--- config.mk ---
export PLATFORM = sky130hd
export DESIGN_NAME = fcmp_sched
export DESIGN_NICKNAME = d
export VERILOG_FILES = /design/src/rtl/fcmp_sched.sv
export SDC_FILE = /design/constraint.sdc
export NUM_CORES = 1
export LEC_CHECK = 0
export ABC_AREA = 0
export CAP_MARGIN = 20
export CORE_UTILIZATION = 25
export CTS_CLUSTER_SIZE = 14
export DETAILED_ROUTE_END_ITERATION = 6
export HOLD_SLACK_MARGIN = 0.05
export PLACE_DENSITY = 0.66
export SLEW_MARGIN = 0
export SYNTH_ARGS = -nofsm -noshare
export SYNTH_HDL_FRONTEND = slang
export SYNTH_SLANG_ARGS = --single-unit
export TNS_END_PERCENT = 1
--- constraint.sdc ---
create_clock -name clk -period 4.4 [get_ports clk]
set_clock_uncertainty 0.2 [all_clocks]
set_input_delay 0.44 -clock clk [delete_from_list [all_inputs] [get_ports clk]]
set_output_delay 0.44 -clock clk [all_outputs]
set_load 0.05 [all_outputs]
--- src/rtl/fcmp_sched.sv ---
// Round-robin scheduler sharing one registered FP compare stage (feq/flt/fle)
// among NREQ requesters, with a 1-entry response register per port.
module fcmp_sched #(
  parameter int NREQ = 2
) (
  input  logic                 clk,
  input  logic                 rstn,
  input  logic [NREQ-1:0]      req_valid,
  output logic [NREQ-1:0]      req_ready,
  input  logic [2*NREQ-1:0]    req_op,
  input  logic [32*NREQ-1:0]   req_x1,
  input  logic [32*NREQ-1:0]   req_x2,
  output logic [NREQ-1:0]      rsp_valid,
  input  logic [NREQ-1:0]      rsp_ready,
  output logic [32*NREQ-1:0]   rsp_data,
  output logic [NREQ-1:0]      rsp_err,
  output logic                 busy
);

  localparam int PW = (NREQ > 1) ? $clog2(NREQ) : 1;

  // Handshakes: a request transfers when req_valid[i] & req_ready[i]; a response
  // transfers when rsp_valid[i] & rsp_ready[i], and holds its data until then.

  logic [PW-1:0]   ptr_q, ptr_d;
  logic            iss_vld_q;
  logic [PW-1:0]   iss_port_q;
  logic [1:0]      iss_op_q;
  logic [2:0]      unit_q, unit_d;
  logic [NREQ-1:0] rsp_valid_q, rsp_flag_q, rsp_err_q;

  logic [NREQ-1:0] inflight, eligible, grant;
  logic            gnt_any;
  logic [PW-1:0]   gnt_idx;
  logic [1:0]      sel_op;
  logic [31:0]     sel_x1, sel_x2;
  logic            res_flag;

  // Returns {fle, flt, feq}; zeros and denormals compare as zero, NaN gives all 0.
  function automatic logic [2:0] fp_cmp(input logic [31:0] a, input logic [31:0] b);
    logic        a_zero, b_zero, a_nan, b_nan, sa, sb, eq, lt;
    logic [30:0] ma, mb;
    a_zero = (a[30:23] == 8'h00);
    b_zero = (b[30:23] == 8'h00);
    a_nan  = (a[30:23] == 8'hFF) && (a[22:0] != 23'h0);
    b_nan  = (b[30:23] == 8'hFF) && (b[22:0] != 23'h0);
    ma     = a_zero ? 31'h0 : a[30:0];
    mb     = b_zero ? 31'h0 : b[30:0];
    sa     = a[31] & ~a_zero;
    sb     = b[31] & ~b_zero;
    eq     = (sa == sb) && (ma == mb);
    if (sa != sb)  lt = sa;
    else if (sa)   lt = (ma > mb);
    else           lt = (ma < mb);
    if (a_nan || b_nan) begin
      eq = 1'b0;
      lt = 1'b0;
    end
    return {lt | eq, lt, eq};
  endfunction

  always_comb begin
    inflight = '0;
    if (iss_vld_q) inflight[iss_port_q] = 1'b1;
  end

  assign eligible = req_valid & ~inflight & (~rsp_valid_q | rsp_ready);

  always_comb begin
    int idx;
    idx     = 0;
    grant   = '0;
    gnt_any = 1'b0;
    gnt_idx = '0;
    sel_op  = 2'b00;
    sel_x1  = 32'h0;
    sel_x2  = 32'h0;
    for (int k = 0; k < NREQ; k++) begin
      idx = int'(ptr_q) + k;
      if (idx >= NREQ) idx = idx - NREQ;
      if (!gnt_any && eligible[idx]) begin
        grant[idx] = 1'b1;
        gnt_any    = 1'b1;
        gnt_idx    = PW'(idx);
        sel_op     = req_op[2*idx +: 2];
        sel_x1     = req_x1[32*idx +: 32];
        sel_x2     = req_x2[32*idx +: 32];
      end
    end
    if (!rstn) begin
      grant   = '0;
      gnt_any = 1'b0;
    end
  end

  assign req_ready = grant;
  assign unit_d    = fp_cmp(sel_x1, sel_x2);
  assign ptr_d     = !gnt_any ? ptr_q :
                     (gnt_idx == PW'(NREQ - 1)) ? '0 : gnt_idx + 1'b1;
  assign res_flag  = (iss_op_q == 2'b11) ? 1'b0 : unit_q[iss_op_q];

  always_ff @(posedge clk or negedge rstn) begin
    if (!rstn) begin
      ptr_q       <= '0;
      iss_vld_q   <= 1'b0;
      iss_port_q  <= '0;
      iss_op_q    <= 2'b00;
      unit_q      <= 3'b000;
      rsp_valid_q <= '0;
      rsp_flag_q  <= '0;
      rsp_err_q   <= '0;
    end else begin
      ptr_q     <= ptr_d;
      iss_vld_q <= gnt_any;
      if (gnt_any) begin
        iss_port_q <= gnt_idx;
        iss_op_q   <= sel_op;
        unit_q     <= unit_d;
      end
      // The inflight guard keeps a write and a drain from hitting the same slot.
      for (int i = 0; i < NREQ; i++) begin
        if (iss_vld_q && (iss_port_q == PW'(i))) begin
          rsp_valid_q[i] <= 1'b1;
          rsp_flag_q[i]  <= res_flag;
          rsp_err_q[i]   <= (iss_op_q == 2'b11);
        end else if (rsp_valid_q[i] && rsp_ready[i]) begin
          rsp_valid_q[i] <= 1'b0;
        end
      end
    end
  end

  for (genvar i = 0; i < NREQ; i++) begin : g_rsp
    assign rsp_data[32*i +: 32] = {31'b0, rsp_flag_q[i]};
  end

  assign rsp_valid = rsp_valid_q;
  assign rsp_err   = rsp_err_q;
  assign busy      = iss_vld_q | (|rsp_valid_q);

endmodule

==> flow_metrics.tcl <==
set metrics [dict create \
    multiInputGateArea_mm2 0.00243 \
    drtIter0Drc 225 \
    cts.path.max_buffers 2 \
    ios 209 \
    worst_hold_path.num_cells 2 \
    std_cell_rows 40 \
    antenna_cells 0 \
    ys_seq_elements 14 \
    cts_sinks 14 \
    status "completed" \
    clock_latency_ns 0.25 \
    worst_slew_pin_slew_ns 0.665 \
    max_stage_delay_ns 0.40 \
    path_cells "clkdlybuf4s50_1 > nand2b_1 > and3_4 > and2_2 > a22o_4 > nor3_4 > buf_12 > nor2_1 > ha_1 > nand4_1 > nor4_2 > nand3_1 > o31ai_2 > a211oi_1 > o311a_1 > o31ai_1" \
    overflow 0 \
    io_buffers 146 \
    seq_power_share_pct 11.5 \
    syn_to_final_growth_pct 56.2 \
    criticalPathCategory "in -> reg" \
    leakage_nw 2.05 \
    start_kind "input port" \
    drive_gt1_share_pct 9.90 \
    r2r_cells 15 \
    nNetsFinal 756 \
    totalWireLength_um 12300 \
    numPlacedInstances 750 \
    ant_nets 0 \
    p_comb_share_pct 77.2 \
    finalSetupViolations 0 \
    path_delay_family "simple AND/OR/NAND/NOR gates" \
    seq_area_frac_synth_pct 11.2 \
    dpl_worst_slack_ns -0.0416 \
    synth_area_mm2 0.00311 \
    r2r_slack_ns 0.44 \
    grt_max_degree 37 \
    cp_max_fo 13 \
    hold_ws_ns 0.284 \
    rsz0062_at_grt "no" \
    fillCellCount 1240 \
    drv_slew 0 \
    hold_path.class "reg -> reg" \
    syn_inst 421 \
    cts_tree "built" \
    fmaxAchievable_mhz 243 \
    p_int_mw 0.862 \
    cts-root-buf "clkbuf_16" \
    die_w_um 114 \
    period_share_pct 93.7 \
    dpl.hpwl_um 10700 \
    fp.coreArea_mm2 0.0121 \
    final-instance-count-excl-fill 754 \
    chipHeight_um 114 \
    max-slew-margin-rel_pct 55.2 \
    critical_path_buf_inv_count 2 \
    via_per_inst 5.08 \
    cts_made_buffers 3 \
    ctsHoldBuffers 0 \
    p_sw_share_pct 50.0 \
    clkPwrFrac_pct 11.2 \
    setup_slack_ns 0.277 \
    crit_cells 16 \
    path_clk_slew_ns 0.05 \
    synth_cell_types 56 \
    antenna_found_initial 0 \
    peakVddDrop_mv 0.146 \
    synth_area_per_cell_um2 7.40 \
    seqCellArea_um2 350 \
    wl_per_cell_um 16.3 \
    grt_usage_pct 18.5 \
    drc 0 \
    arrival_ns 4.07 \
    critPathRequiredTime_ns 4.35 \
    end_kind "flip-flop" \
    dieArea_mm2 0.0129 \
    htree_levels 1 \
    maxCapViolCount 0 \
    synth-warning-count 0 \
    p_sw_mw 0.861 \
    gp_congestion 0.890 \
    first_pass_iters 6 \
    finalHoldViolations 0 \
    grt_pass1_vias 3749 \
    power_density_mw_per_mm2 354 \
    grt_pass1_wl_um 18800 \
    via_count 3831 \
    crit_path_top_delay_cell "clkdlybuf4s50_1" \
    fin_crit_ns 4.12 \
    initial_core_util_pct 25.8 \
]
## final timing paths
check	startpoint	endpoint
setup / recovery	rsp_ready[0]	unit_q[2]
hold / removal	unit_q[1]	unit_q[1]
setup reg to reg	iss_port_q	unit_q[2]
hold reg to reg	unit_q[1]	unit_q[1]
max in group asynchronous	rstn	unit_q[2]
min in group asynchronous	rstn	rsp_flag_q[0]
## worst register-to-register path: stages, from the launching register on
cell      delay, ns
dfrtp_1        0.39
nand2b_2       0.26
and3_4         0.21
and2_2         0.21
a22o_4         0.27
nor3_4         0.23
buf_12         0.16
nor2_1         0.05
ha_1           0.32
nand4_1        0.17
nor4_2         0.34
nand3_1        0.19
o31ai_2        0.26
a211oi_1       0.07
o311a_1        0.30
o31ai_1        0.23
## cells in the mapped netlist (all sizes together)
cell type / number / area share (%)
a2111o: 1 / 0.36
a2111oi: 1 / 0.28
a211oi: 4 / 1.1
a21boi: 1 / 0.24
a21o: 1 / 0.24
a21oi: 15 / 2.4
a221oi: 2 / 0.56
a22o: 30 / 8.7
a22oi: 32 / 8.0
a31oi: 10 / 2.0
a32o: 2 / 0.64
a32oi: 1 / 0.28
and2: 2 / 0.40
and3: 4 / 0.96
and4: 3 / 0.84
buf: 71 / 17
clkbuf: 12 / 1.4
conb: 1 / 0.12
dfrtp: 14 / 11
ha: 31 / 12
inv: 4 / 0.48
mux2i: 1 / 0.32
nand2: 53 / 6.5
nand2b: 3 / 0.68
nand3: 8 / 1.3
nand4: 14 / 2.8
nand4b: 1 / 0.48
nor2: 34 / 4.1
nor3: 9 / 2.0
nor4: 21 / 4.2
o2111ai: 1 / 0.28
o211a: 2 / 0.64
o211ai: 4 / 0.96
o21a: 1 / 0.24
o21ai: 10 / 1.6
o221a: 1 / 0.36
o22ai: 3 / 0.60
o2bb2ai: 1 / 0.28
o311a: 1 / 0.32
o31ai: 3 / 0.72
o41ai: 1 / 0.52
or3: 3 / 0.76
or4: 4 / 0.96
## kinds of logic after synthesis
kind of cell / share of synthesized area (%)
compound gates: 31.5
flops: 11.2
simple gates: 26.0
other cells: 0.120
fa+ha+maj: 12.5
buf+inv: 18.4
mux: 0.321
## through the flow
stage / power [mW] / utilization, % / setup TNS [ns] / area, µm²
after floorplan: 1.07 / - / 0 / 3340
after global routing: 1.86 / 40.3 / 0 / 4860
after detailed placement: 1.51 / 39.5 / -0.0416 / 4760
final: 1.72 / 40.3 / 0 / 4860
after CTS: 1.71 / 40.2 / 0 / 4850
after global placement: 1.48 / 39.5 / 0 / 4760
## state kept, by name (all words and copies together) (netlist names)
register / flops
rsp_flag_q: 2
iss_op_q: 2
ptr_q: 1
iss_port_q: 1
iss_vld_q: 1
rsp_err: 2
rsp_valid: 2
unit_q: 3
## cell usage in the layout (no fill, tap or decap), types with 3 or more instances in the layout
master           netlist  layout
a22o_1                29      29
nand2_1               52      52
o211ai_1               4       4
nand4_1               14      14
nand3_1                8       8
clkdlybuf4s50_1        0     146
and4_1                 3       3
o22ai_1                3       3
o21ai_0                9       9
clkbuf_16              0       3
ha_1                  31      31
nor2_1                34      34
a31oi_1               10      10
dfrtp_1               14      14
nor3_1                 7       7
a21oi_1               15      15
buf_4                 63      34
nor4_1                21      20
a211oi_1               3       3
conb_1                 1      62
inv_1                  4       4
a22oi_1               30      30
or4_1                  4       4
and3_1                 3       3
## power by group through the flow
stage | registers, mW | logic [mW] | clock network, mW
floorplan | 0.267 | 0.805 | 0
global placement | 0.200 | 1.28 | 0
detailed placement | 0.202 | 1.31 | 0
CTS | 0.199 | 1.32 | 0.196
global route | 0.206 | 1.45 | 0.204
finish | 0.199 | 1.33 | 0.193
## layout make-up
cell class	instances	area share [%]
well taps	168	4.32
clock buffers	4	1.83
flip-flops and latches	14	7.20
inverters	4	0.309
multi-input cells	381	50.0
repair buffers	183	36.3
## timing repair
item | in CTS | in global routing
setup buffers | 0 | 0
endpoints found under the setup margin | 0 | 2
gates resized for setup | 0 | 3
## per-layer routing
metal / GRT usage, % / up-vias / wire, µm
met5: 0 / - / 0
met4: 2.63 / 0 / 121
met3: 3.35 / 13 / 955
met2: 34.8 / 199 / 6110
met1: 22.2 / 1788 / 5090
li1: - / 1831 / -
(Power assumes the default switching activity.)
